<file path="src/rtl/des_key_sched_seq.sv">
// DES key schedule generator: streams the sixteen PC-2 round keys of each stage over a
// valid/ready handshake, for single DES or three-key TDEA (EDE) schedules.
module des_key_sched_seq #(
    parameter int unsigned KEY_STAGES   = 1,
    parameter int unsigned PARITY_CHECK = 1
) (
    input  logic                      clk,
    input  logic                      rst_n,
    input  logic                      start,
    input  logic                      abort,
    input  logic                      des_mode,
    input  logic [64*KEY_STAGES-1:0]  key_in,
    input  logic                      out_ready,
    output logic                      rk_valid,
    output logic [47:0]               rk,
    output logic [3:0]                rk_round,
    output logic [1:0]                rk_stage,
    output logic                      rk_last,
    output logic                      busy,
    output logic                      done,
    output logic                      parity_err
);

    localparam int unsigned PC1 [56] = '{
        57, 49, 41, 33, 25, 17,  9,  1, 58, 50, 42, 34, 26, 18,
        10,  2, 59, 51, 43, 35, 27, 19, 11,  3, 60, 52, 44, 36,
        63, 55, 47, 39, 31, 23, 15,  7, 62, 54, 46, 38, 30, 22,
        14,  6, 61, 53, 45, 37, 29, 21, 13,  5, 28, 20, 12,  4};

    localparam int unsigned PC2 [48] = '{
        14, 17, 11, 24,  1,  5,  3, 28, 15,  6, 21, 10,
        23, 19, 12,  4, 26,  8, 16,  7, 27, 20, 13,  2,
        41, 52, 31, 37, 47, 55, 30, 40, 51, 45, 33, 48,
        44, 49, 39, 56, 34, 53, 46, 42, 50, 36, 29, 32};

    // Table entries use DES numbering: bit 1 is the MSB of the vector.
    function automatic logic [55:0] pc1(input logic [63:0] k);
        logic [55:0] o;
        for (int i = 0; i < 56; i++) o[55-i] = k[64-PC1[i]];
        return o;
    endfunction

    function automatic logic [47:0] pc2(input logic [55:0] cd);
        logic [47:0] o;
        for (int i = 0; i < 48; i++) o[47-i] = cd[56-PC2[i]];
        return o;
    endfunction

    typedef enum logic [1:0] {StIdle, StLoad, StGen} state_e;

    state_e                    state_q, state_d;
    logic [64*KEY_STAGES-1:0]  key_q, key_d;
    logic                      mode_q, mode_d;
    logic [1:0]                stage_q, stage_d;
    logic [3:0]                round_q, round_d;
    logic [27:0]               c_q, c_d, d_q, d_d;
    logic [47:0]               rk_q, rk_d;
    logic                      valid_q, valid_d;
    logic                      done_q, done_d;
    logic                      perr_q, perr_d;

    logic [63:0] stage_key;
    logic        dec_dir;
    logic        key_bad;
    logic [55:0] cd_pc1;
    logic [27:0] c_load, d_load, c_rot, d_rot;
    logic [3:0]  round_nxt;
    logic        shift_one;
    logic        last_stage;

    assign dec_dir    = (KEY_STAGES == 3) ? (mode_q ^ (stage_q == 2'd1)) : mode_q;
    assign last_stage = (stage_q == 2'(KEY_STAGES - 1));
    assign round_nxt  = round_q + 4'd1;
    assign shift_one  = (round_nxt == 4'd1) || (round_nxt == 4'd8) || (round_nxt == 4'd15);

    // TDEA decrypt walks the key bundle backwards: K3, K2, K1.
    always_comb begin
        int key_idx;
        stage_key = '0;
        key_idx   = (KEY_STAGES == 3 && mode_q) ? 2 - int'(stage_q) : int'(stage_q);
        for (int s = 0; s < int'(KEY_STAGES); s++) begin
            if (s == key_idx) stage_key = key_q[64*s +: 64];
        end
    end

    always_comb begin
        key_bad = 1'b0;
        for (int b = 0; b < 8; b++) begin
            if ((^stage_key[8*b +: 8]) == 1'b0) key_bad = 1'b1;
        end
    end

    // Decrypt starts from the unrotated PC-1 halves, i.e. the round-16 key.
    always_comb begin
        cd_pc1 = pc1(stage_key);
        if (dec_dir) begin
            c_load = cd_pc1[55:28];
            d_load = cd_pc1[27:0];
            c_rot  = shift_one ? {c_q[0], c_q[27:1]} : {c_q[1:0], c_q[27:2]};
            d_rot  = shift_one ? {d_q[0], d_q[27:1]} : {d_q[1:0], d_q[27:2]};
        end else begin
            c_load = {cd_pc1[54:28], cd_pc1[55]};
            d_load = {cd_pc1[26:0], cd_pc1[27]};
            c_rot  = shift_one ? {c_q[26:0], c_q[27]} : {c_q[25:0], c_q[27:26]};
            d_rot  = shift_one ? {d_q[26:0], d_q[27]} : {d_q[25:0], d_q[27:26]};
        end
    end

    always_comb begin
        state_d = state_q;
        key_d   = key_q;
        mode_d  = mode_q;
        stage_d = stage_q;
        round_d = round_q;
        c_d     = c_q;
        d_d     = d_q;
        rk_d    = rk_q;
        valid_d = valid_q;
        done_d  = 1'b0;
        perr_d  = perr_q;
        if (abort) begin
            state_d = StIdle;
            valid_d = 1'b0;
        end else begin
            unique case (state_q)
                StIdle: begin
                    if (start) begin
                        state_d = StLoad;
                        key_d   = key_in;
                        mode_d  = des_mode;
                        stage_d = 2'd0;
                        round_d = 4'd0;
                        perr_d  = 1'b0;
                    end
                end
                StLoad: begin
                    c_d     = c_load;
                    d_d     = d_load;
                    rk_d    = pc2({c_load, d_load});
                    round_d = 4'd0;
                    valid_d = 1'b1;
                    state_d = StGen;
                    if (PARITY_CHECK != 0 && key_bad) perr_d = 1'b1;
                end
                StGen: begin
                    if (valid_q && out_ready) begin
                        if (round_q != 4'd15) begin
                            c_d     = c_rot;
                            d_d     = d_rot;
                            rk_d    = pc2({c_rot, d_rot});
                            round_d = round_nxt;
                        end else if (!last_stage) begin
                            stage_d = stage_q + 2'd1;
                            valid_d = 1'b0;
                            state_d = StLoad;
                        end else begin
                            valid_d = 1'b0;
                            done_d  = 1'b1;
                            state_d = StIdle;
                        end
                    end
                end
                default: begin
                    state_d = StIdle;
                    valid_d = 1'b0;
                end
            endcase
        end
    end

    always_ff @(posedge clk or negedge rst_n) begin
        if (!rst_n) begin
            state_q <= StIdle;
            key_q   <= '0;
            mode_q  <= 1'b0;
            stage_q <= 2'd0;
            round_q <= 4'd0;
            c_q     <= '0;
            d_q     <= '0;
            rk_q    <= '0;
            valid_q <= 1'b0;
            done_q  <= 1'b0;
            perr_q  <= 1'b0;
        end else begin
            state_q <= state_d;
            key_q   <= key_d;
            mode_q  <= mode_d;
            stage_q <= stage_d;
            round_q <= round_d;
            c_q     <= c_d;
            d_q     <= d_d;
            rk_q    <= rk_d;
            valid_q <= valid_d;
            done_q  <= done_d;
            perr_q  <= perr_d;
        end
    end

    assign rk_valid   = valid_q;
    assign rk         = rk_q;
    assign rk_round   = round_q;
    assign rk_stage   = stage_q;
    assign rk_last    = valid_q && (round_q == 4'd15) && last_stage;
    assign busy       = (state_q != StIdle);
    assign done       = done_q;
    assign parity_err = (PARITY_CHECK != 0) && perr_q;

endmodule

</file>
<file path="config.mk">
export PLATFORM = sky130hd
export DESIGN_NAME = des_key_sched_seq
export DESIGN_NICKNAME = d
export VERILOG_FILES = /design/src/rtl/des_key_sched_seq.sv
export SDC_FILE = /design/constraint.sdc
export NUM_CORES = 1
export LEC_CHECK = 0
export ABC_AREA = 1
export BUFFER_PORTS_ARGS = -buffer_cell sky130_fd_sc_hd__buf_2
export CAP_MARGIN = 20
export CORE_MARGIN = 2
export CORE_UTILIZATION = 60
export CTS_BUF_LIST = sky130_fd_sc_hd__clkbuf_8
export DETAILED_ROUTE_END_ITERATION = 8
export GPL_TIMING_DRIVEN = 1
export PLACE_DENSITY = 0.83
export SYNTH_ARGS = -nofsm -noshare
export SYNTH_HDL_FRONTEND = slang
export SYNTH_SLANG_ARGS = --single-unit
</file>
<file path="constraint.sdc">
create_clock -name clk -period 2 [get_ports clk]
set_input_delay 0.2 -clock clk [delete_from_list [all_inputs] [get_ports clk]]
set_output_delay 0.2 -clock clk [all_outputs]
set_load 0.01 [all_outputs]
</file>
==> flow_summary_export.csv, run 1 <==
group,metric,value,unit
grt,first_global_vias,8659,
yosys,synth_compound_area_frac,0.105,
worst_setup_path,r2r-start,"rk_stage[1]",
grt,grt_pass1_wl,43.2,mm
yosys,ys_seq_area_frac,0.363,
yosys,synth_top_area_share,0.363,
worst_setup_path,critPathMostFrequentCell,"nand2_1",
grt,grt_overflow_total,0,
clocking,htree_levels,4,
finish,drive_gt1_frac,0.224,
worst_hold_path,min_to,"key_q[9]",
route,drtPass1Iterations,9,
placement,place_area,0.00989,mm²
sta,rsz0062_at_grt,"true",
sta,worst_pin_slew,0.551,ns
sta,clock.fmax,495,MHz
status,status,"finished, violations left",
worst_hold_path,worst_hold_path.num_cells,3,
yosys,synth_seq_cells,132,
floorplanning,row_count,45,
floorplanning,pin_count,129,
clocking,cts_buffer_depth,2,
yosys,yosys.area_share.simple,0.349,
sta,finalCriticalPeriod,2.02,ns
clocking,cts.clk_slew.worst_paths,0.08,ns
worst_setup_path,critPathMaxFanout,22,
yosys,synth_xor_area_frac,0.0144,
sta,drv_slew,0,
floorplanning,design.core.area,0.0150,mm²
finish,antenna_cells,0,
route,drtIter0Drc,1451,
yosys,synthMuxAreaShare,0.0520,
job,cap_violations,0,
finish,final_util,0.762,
yosys,synth_area_leader_cell,"dfrtp_1",
yosys,synth_top_family_by_area,"simple AND/OR/NAND/NOR gates",
yosys,avgSynthCellArea,6.71,µm²
yosys,synth_fa_ha_area_frac,0.00550,
finish,design_area,0.0115,mm²
finish,final_nets,1589,
sta,relSlewSlack,0.633,
pwr,power_density,1940,mW/mm²
worst_setup_path,reg2reg_depth,14,
yosys,synthDistinctLibCells,23,
worst_hold_path,hp-start,"key_in[9]",
yosys,syn_inst,1356,
sta,post-route-period-util,1.01,
worst_setup_path,endpoint_kind,"register",
worst_setup_path,slowest_delay,0.39,ns
clocking,cts_buffers,17,
finish,multiInputGateArea,0.00506,mm²
route,wl,29.6,mm
clocking,cts_tree,"built",
floorplanning,die_height,127,µm
placement,io_buffers,128,
yosys,synth_area_leaders,"dfrtp_1 (36%), nand2_1 (17%), nand3_1 (11%)",
yosys,synth-async-reset-ratio,1.00,
worst_setup_path,cp-start-kind,"register",
yosys,yosys_warnings,0,
worst_setup_path,rrSetupSlack,-0.02,ns
yosys,ys_top_cells_by_count,"nand2_1 (422), nand3_1 (200), nor2_1 (153)",
route,num_vias,10245,
finish,fillers,1060,
route,drc,1,
clocking,cts_root_buf,"clkbuf_8",
sta,finalSetupViolCount,1,
placement,dpl.hpwl,18.1,mm
worst_setup_path,critPathRequiredTime,2.35,ns
route,ant_nets,0,
finish,syn2layout_area_growth,25.8,%
route,wl_per_cell,17.3,µm
placement,place_congestion,0.919,
grt,grt_max_degree,102,
yosys,synth-main-ff-cell,"dfrtp_1",
clocking,clk_latency,0.46,ns
floorplanning,start_util,0.606,
pwr,ir_drop,1.07,mV
worst_setup_path,cp_slowest_cell,"dfrtp_1",
status,violations,"DRC, setup timing",
route,viasPerCell,5.97,
worst_hold_path,hold_path.class,"in -> reg",
sta,finalHoldViolations,0,
worst_setup_path,path_class,"reg -> reg",
worst_setup_path,worstPathCellList,"inv_2, ha_4, buf_12, nand2_1, xor2_1, nand2_1, nand2_1, nand2_1, nand2_1, nand3_1, inv_1, nand2_1, nand3_1, nand2_1",
worst_setup_path,worstReg2RegEnd,"parity_err",
yosys,syn-num-nets,1430,
pwr,leakage,5.75,nW
grt,grt_util_all_layers,0.339,
sta,fin_worst_skew,0.0112,ns
worst_setup_path,arrival,2.37,ns
sta,fin_ws,-0.0206,ns
yosys,synth_edf_count,0,
grt,antenna_found_initial,0,
finish,regArea,0.00331,mm²
floorplanning,die_area,0.0162,mm²
yosys,syn_area,0.00910,mm²
floorplanning,die_w,127,µm
clocking,cts.sinks,132,
yosys,synth.most_common_cell,"nand2_1",
[state kept, by name, summed over array words and instances, names as in the netlist]
register,cells
c_q,27
d_q,27
dec_dir,1
done,1
key_q,64
parity_err,1
rk,2
rk_round,4
rk_stage,2
rk_valid,1
state_q,2
[critical path, delay by kind of cell, from the launching register on]
| family | cells | cell delay, ns |
|---|---|---|
| buffers and inverters | 3 | 0.34 |
| adders and majority gates | 1 | 0.23 |
| DFF | 1 | 0.39 |
| and+or+nand+nor | 9 | 0.71 |
| xor gates and xnor gates | 1 | 0.25 |
[how the worst max path moves through the flow]
stage / to / slack, ns / start / depth (start not counted)
2_1_floorplan: parity_err / 0.12 / rk_stage[0] / 15
3_3_place_gp: parity_err / 0.04 / rk_stage[0] / 16
3_5_place_dp: parity_err / -0.03 / rk_stage[0] / 15
4_1_cts: parity_err / -0.02 / rk_stage[0] / 15
5_1_grt: parity_err / -0.14 / rk_stage[1] / 14
6_report: parity_err / -0.02 / rk_stage[1] / 14
[repair_timing]
action | in CTS | in global routing
buffers inserted | 0 | 4
resized for setup | 6 | 79
hold endpoints to repair | 95 | 0
pin swaps | 0 | 19
cloned | 0 | 9
hold buffers | 61 | 0
setup endpoints to repair | 4 | 58
[power breakdown]
part | leakage, nW | internal [mW] | switching (mW)
combinational | 4.03 | 5.61 | 8.81
sequential | 1.50 | 3.95 | 1.35
clock | 0.220 | 1.35 | 1.10
[layout by cell type (no fill, tap or decap), types with 34 or more instances in the layout]
| cell type | count |
|---|---|
| mux2_2 | 42 |
| buf_2 | 127 |
| nand2_1 | 399 |
| dfrtp_1 | 131 |
| dlygate4sd3_1 | 61 |
| a21oi_1 | 107 |
| buf_4 | 52 |
| inv_1 | 71 |
| nand3_1 | 196 |
| o21ai_0 | 34 |
| nor2_1 | 147 |
[through the flow]
| stage | power (mW) | cells | setup slack (ns) | hold slack [ns] | TNS, ns |
|---|---|---|---|---|---|
| after floorplan | 14.6 | 1356 | 0.118 | -0.0956 | 0 |
| after global placement | 17.4 | 1610 | 0.0380 | 0.203 | 0 |
| after detailed placement | 17.7 | 1610 | -0.0297 | 0.210 | -0.0297 |
| after CTS | 20.3 | 1703 | -0.0237 | 0.000919 | -0.0237 |
| after global routing | 23.8 | 1716 | -0.136 | 0.0155 | -0.841 |
| final | 22.2 | 1716 | -0.0206 | 0.0198 | -0.0206 |
[area by class of cell]
| cell class | instances | share of cell area |
|---|---|---|
| Clock buffer | 21 | 0.0252 |
| Multi-Input combinational cell | 1021 | 0.442 |
| Clock inverter | 11 | 0.0116 |
| Tap cell | 188 | 0.0205 |
| Inverter | 77 | 0.0263 |
| Sequential cell | 132 | 0.289 |
| Timing Repair Buffer | 266 | 0.185 |
[cells by family after synthesis]
family                   Yosys count
AO/OA/AOI/OAI                    181
multiplexers                      42
AND/OR/NAND/NOR                  778
flip-flops                       132
buffers and inverters            204
XOR/XNOR                          15
adder cells (fa/ha/maj)            4
[per-layer routing]
metal / vias to the layer above / GRT usage / part of all wire
met5: - / 0 / 0
met2: 710 / 0.541 / 0.46
met3: 133 / 0.0678 / 0.11
li1: 4709 / - / -
met1: 4693 / 0.461 / 0.39
met4: 0 / 0.129 / 0.046
No activity file was read; power rests on OpenSTA's default activity.
==> run 2, diff against run 1 <==
Settings changed: BUFFER_PORTS_ARGS -buffer_cell sky130_fd_sc_hd__buf_2 to not set, DONT_BUFFER_PORTS set to 1, PLACE_DENSITY 0.83 to 0.76.
==> run 2 against run 1 <==
  * The flow finishes with violations (hold timing, setup timing)
  * First-iteration DRC count shrank 3.4%
  * Clock skew grew 0.0041 ns
  * Total power grew 2.6%
  * Global-route usage grew 0.20 points
  * Maximum frequency shrank 3.8%
  * Non-clock buffer count shrank 112
  * Register-to-register slack lost 0.08 ns
  * Sequential power grew 8.3%
  * Sequential share of layout area grew 0.61 points
  * Sequential cell count is the same
  * Final cell count shrank 6.5%
  * Critical path type unchanged
  * Largest cell class unchanged
  * Highest routed layer unchanged
==> flow_summary_export.csv, run 2 (same netlist as run 1, synthesis figures left out) <==
group,metric,value,unit
status,status,"finished, violations left",
status,violations,"hold timing, setup timing",
pwr,leakage,5.37,nW
sta,hold_ws,-0.585,ns
clocking,htree_levels,4,
floorplanning,die_w,127,µm
finish,final_cell_mix,"nand2_1 (390), nand3_1 (169), nor2_1 (141)",
clocking,cts_root_buf,"clkbuf_8",
worst_setup_path,path_class,"reg -> reg",
finish,final_nets,1476,
floorplanning,pin_count,129,
floorplanning,start_util,0.606,
grt,met1_usage,0.472,
sta,worst_pin_slew,0.694,ns
grt,grt_util_all_layers,0.341,
finish,fillers,1122,
worst_setup_path,reg2reg_depth,16,
sta,relSlewSlack,0.537,
finish,top_regs,"key_q (64), c_q (27), d_q (27)",
placement,pre_cts_ws,-0.116,ns
worst_setup_path,critPathMaxFanout,19,
worst_setup_path,r2r-start,"rk_stage[0]",
route,viasPerCell,6.11,
grt,first_global_vias,8538,
worst_setup_path,arrival,2.47,ns
sta,finalSetupViolCount,4,
floorplanning,row_count,45,
clocking,cts_tree,"built",
sta,fin_worst_skew,0.0153,ns
worst_setup_path,critPathRequiredTime,2.37,ns
worst_setup_path,rrSetupSlack,-0.1,ns
grt,grt_max_degree,133,
floorplanning,die_area,0.0162,mm²
clocking,clk_latency,0.47,ns
route,drtPass1Iterations,6,
sta,fin_tns_setup,-0.134,ns
grt,grt_most_used_layer,"met2",
pwr,combPwrFrac,0.633,
finish,final_common_cell,"nand2_1",
pwr,ir_drop,1.20,mV
sta,drv_slew,0,
worst_hold_path,hold_path.class,"in -> async",
worst_setup_path,endpoint,"parity_err",
grt,grtUsageMet2,0.548,
sta,finalHoldViolations,132,
clocking,cts_buffer_depth,2,
sta,finalCriticalPeriod,2.10,ns
sta,clock.fmax,476,MHz
clocking,cts.sinks,132,
route,ant_nets,0,
grt,grt_overflow_total,0,
route,wl_per_cell,19.2,µm
worst_setup_path,worstReg2RegEnd,"parity_err",
clocking,cts.clk_slew.worst_paths,0.09,ns
worst_setup_path,cp-start-kind,"register",
finish,largest_reg_flops,64,
sta,rsz0062_at_grt,"true",
floorplanning,design.core.area,0.0150,mm²
pwr,swShare,0.520,
finish,drive_gt1_frac,0.198,
worst_setup_path,crit_start,"rk_stage[0]",
pwr,intPower,10.9,mW
grt,antenna_found_initial,1,
clocking,cts_buffers,17,
route,drc,0,
finish,syn2layout_area_growth,23.3,%
pwr,power_frac_clock,0.115,
pwr,p_seq_frac,0.252,
placement,io_buffers,0,
route,num_vias,9803,
sta,fin_ws,-0.0996,ns
placement,place_congestion,0.942,
worst_setup_path,endpoint_kind,"register",
pwr,total_power,22.8,mW
grt,grt_pass1_wl,43.7,mm
pwr,power.switching,11.8,mW
route,wl,30.7,mm
placement,dpl.hpwl,17.7,mm
sta,post-route-period-util,1.05,
finish,top_register,"key_q",
route,drtIter0Drc,1401,
clocking,hold_buffers,68,
grt,met3_usage,0.0716,
pwr,power_density,2030,mW/mm²
job,cap_violations,0,
floorplanning,die_height,127,µm
run 2: power by group through the flow:
stage	Sequential [mW]	Combinational, mW	Clock [mW]
final	5.74	14.4	2.61
after global routing	5.87	15.8	2.74
after CTS	5.54	12.0	2.60
after detailed placement	5.59	11.8	0
after global placement	5.56	11.5	0
after floorplan	4.81	9.79	0
run 2: through the flow:
step / cells / util / instance area [µm²]
after floorplan: 1356 / - / 9100
after global placement: 1486 / 0.617 / 9270
after detailed placement: 1486 / 0.617 / 9270
after CTS: 1586 / 0.693 / 10400
after global routing: 1604 / 0.746 / 11200
final: 1604 / 0.746 / 11200
run 2: worst max-delay path: stages (launching register included):
cell	delay [ns]
dfrtp_1	0.40
inv_2	0.09
ha_4	0.24
buf_8	0.19
nand2_1	0.08
nand2_1	0.09
nand2_1	0.08
o21ai_0	0.08
nand2_1	0.14
nand2_1	0.10
nand2_1	0.07
nor2_2	0.11
nand2_1	0.07
nor2_1	0.10
nand2_1	0.06
nand3_1	0.07
nand2_1	0.06
run 2: final cells by class:
class / instances / area [µm²] / area share
Tap cell: 188 / 235 / 0.0210
Inverter: 77 / 307 / 0.0273
Antenna cell: 1 / 2.50 / 0.000223
Sequential cell: 132 / 3310 / 0.295
Clock buffer: 18 / 248 / 0.0221
Clock inverter: 14 / 201 / 0.0180
Multi-Input combinational cell: 1020 / 5270 / 0.469
Timing Repair Buffer: 154 / 1650 / 0.147
run 2: worst min path at each step:
stage	start	to	slack [ns]
final	rst_n	d_q[14]	-0.59
after global routing	rst_n	d_q[14]	-0.60
after CTS	rst_n	d_q[14]	-0.60
after detailed placement	rst_n	d_q[14]	-0.09
after global placement	rst_n	d_q[15]	-0.09
after floorplan	rst_n	c_q[0]	-0.1
run 2: what timing repair did:
| action | 4_1_cts | 5_1_grt |
|---|---|---|
| hold endpoints to repair | 200 | 132 |
| endpoints found under the setup margin | 3 | 58 |
| gates cloned | 0 | 14 |
| buffers inserted | 0 | 4 |
| pin swaps | 1 | 40 |
| resized for setup | 7 | 138 |
run 2: routing by layer:
metal,share of wire,up-vias
met5,0,-
met4,0.044,0
met3,0.11,128
met2,0.47,640
met1,0.38,4535
li1,-,4500
==> run 3, diff against run 2 <==
Clock period 2 ns to 2.5 ns, I/O delays scaled along.
==> run 3 against run 2 <==
  * The run ends with hold timing left
  * First-iteration DRC count down 11%
  * Combinational power down 36%
  * Clock power down 17%
  * Critical path depth down 10
  * Final cell count down 4.3%
  * Via count down 8.1%
  * Hold slack better by 0.054 ns
  * Clock skew down 0.0043 ns
  * Register-to-register slack better by 0.30 ns
  * Design area down 11%
  * Die area unchanged
  * Largest cell class unchanged
  * Highest routed layer is now met5
==> flow_summary_export.csv, run 3 (same netlist as run 1, synthesis figures left out) <==
group,metric,value,unit
worst_setup_path,cp-start-kind,"register",
sta,finalHoldViolations,132,
worst_setup_path,endpoint_kind,"register",
grt,first_global_vias,8082,
job,cap_violations,0,
floorplanning,die_w,127,µm
route,num_vias,9008,
sta,fin_worst_skew,0.0110,ns
clocking,cts_buffers,17,
floorplanning,pin_count,129,
grt,grt_pass1_wl,41.9,mm
floorplanning,die_height,127,µm
route,ant_nets,0,
sta,drv_slew,0,
grt,grt_max_degree,133,
floorplanning,die_area,0.0162,mm²
route,viasPerCell,5.87,
sta,hold_ws,-0.531,ns
worst_setup_path,path_class,"reg -> reg",
placement,place_area,0.00887,mm²
clocking,cts_tree,"built",
sta,rsz0062_at_grt,"false",
finish,fillers,1261,
worst_setup_path,critPathMaxFanout,63,
finish,final_util,0.668,
finish,regArea,0.00331,mm²
finish,final_nets,1408,
placement,place_inst,1435,
sta,fin_tns_setup,0,ns
clocking,htree_levels,4,
sta,worst_pin_slew,0.551,ns
placement,dpl.hpwl,17.1,mm
sta,clock.fmax,434,MHz
finish,drive_gt1_frac,0.0742,
pwr,power_density,1580,mW/mm²
worst_setup_path,r2r-start,"state_q[1]",
clocking,clk_latency,0.47,ns
pwr,ir_drop,0.814,mV
finish,final_common_cell,"nand2_1",
grt,grt_overflow_total,0,
finish,final_cell_mix,"nand2_1 (421), nand3_1 (200), nor2_1 (152)",
finish,largest_reg_flops,64,
placement,pre_cts_ws,0.231,ns
clocking,cts_buffer_depth,2,
placement,io_buffers,0,
clocking,cts.sinks,132,
floorplanning,row_count,45,
grt,antenna_found_initial,1,
finish,top_regs,"key_q (64), c_q (27), d_q (27)",
route,drtIter0Drc,1248,
status,violations,"hold timing",
sta,post-route-period-util,0.922,
sta,finalCriticalPeriod,2.30,ns
grt,grt_util_all_layers,0.327,
sta,finalSetupViolCount,0,
route,drtPass1Iterations,8,
route,wl_per_cell,16.9,µm
pwr,leakage,4.87,nW
finish,layout.cells.non_filler,1535,
finish,syn2layout_area_growth,10.3,%
worst_setup_path,arrival,2.64,ns
worst_setup_path,rrSetupSlack,0.20,ns
clocking,cts_root_buf,"clkbuf_8",
placement,place_congestion,0.907,
sta,relSlewSlack,0.631,
worst_setup_path,critPathRequiredTime,2.84,ns
finish,antenna_cells,0,
finish,multiInputGateArea,0.00482,mm²
finish,design_area,0.0100,mm²
floorplanning,design.core.area,0.0150,mm²
clocking,hold_buffers,68,
worst_hold_path,hold_path.class,"in -> async",
finish,top_register,"key_q",
route,drc,0,
route,wl,26.0,mm
worst_setup_path,reg2reg_depth,6,
sta,fin_ws,0.196,ns
floorplanning,start_util,0.606,
clocking,cts.clk_slew.worst_paths,0.08,ns
status,status,"finished, violations left",
pwr,total_power,15.8,mW
worst_setup_path,crit_start,"state_q[1]",
[run 3: cell count changes in the layout (fill, tap and decap cells not counted), moves of 18 or more]
cell	delta
a21oi_1	+18
a21oi_2	-18
buf_4	-46
nand2_1	+31
nand2_2	-30
nand3_1	+31
nand3_2	-30
[run 3: worst paths after layout]
check | to
max | done
min | d_q[14]
max reg2reg | done
min reg2reg | key_q[43]
max in group asynchronous | key_q[11]
min in group clk | rk_valid
[run 3: repair_timing]
action | CTS | global route
setup endpoints to repair | 0 | 2
gates resized for setup | 0 | 3
buffers inserted | 0 | 0
hold endpoints to repair | 200 | 132
[run 3: where the power goes]
| group | switching, mW | internal, mW |
|---|---|---|
| clock network | 0.933 | 1.22 |
| logic | 5.94 | 3.23 |
| registers | 1.34 | 3.16 |
[run 3: layout make-up]
| type | count | share of cell area |
|---|---|---|
| inverter | 77 | 0.0288 |
| tap | 188 | 0.0234 |
| timing repair buffer | 86 | 0.0916 |
| multi-input combinational | 1020 | 0.480 |
| sequential | 132 | 0.329 |
| clock inverter | 14 | 0.0223 |
| clock buffer | 18 | 0.0247 |
[run 3: critical path, cell delays in order (launching register included)]
cell	delay, ns
dfrtp_1	0.44
inv_2	0.09
nor2_4	0.15
buf_6	0.42
nand3_1	0.17
dlygate4sd3_1	0.60
nor4_1	0.29
[run 3: metal layers]
metal / up-vias / track usage / wire length (µm)
li1: 4341 / - / -
met1: 4193 / 0.464 / 11400
met2: 438 / 0.497 / 11800
met3: 34 / 0.0976 / 2430
met5: - / 0 / 13
met4: 2 / 0.0743 / 286
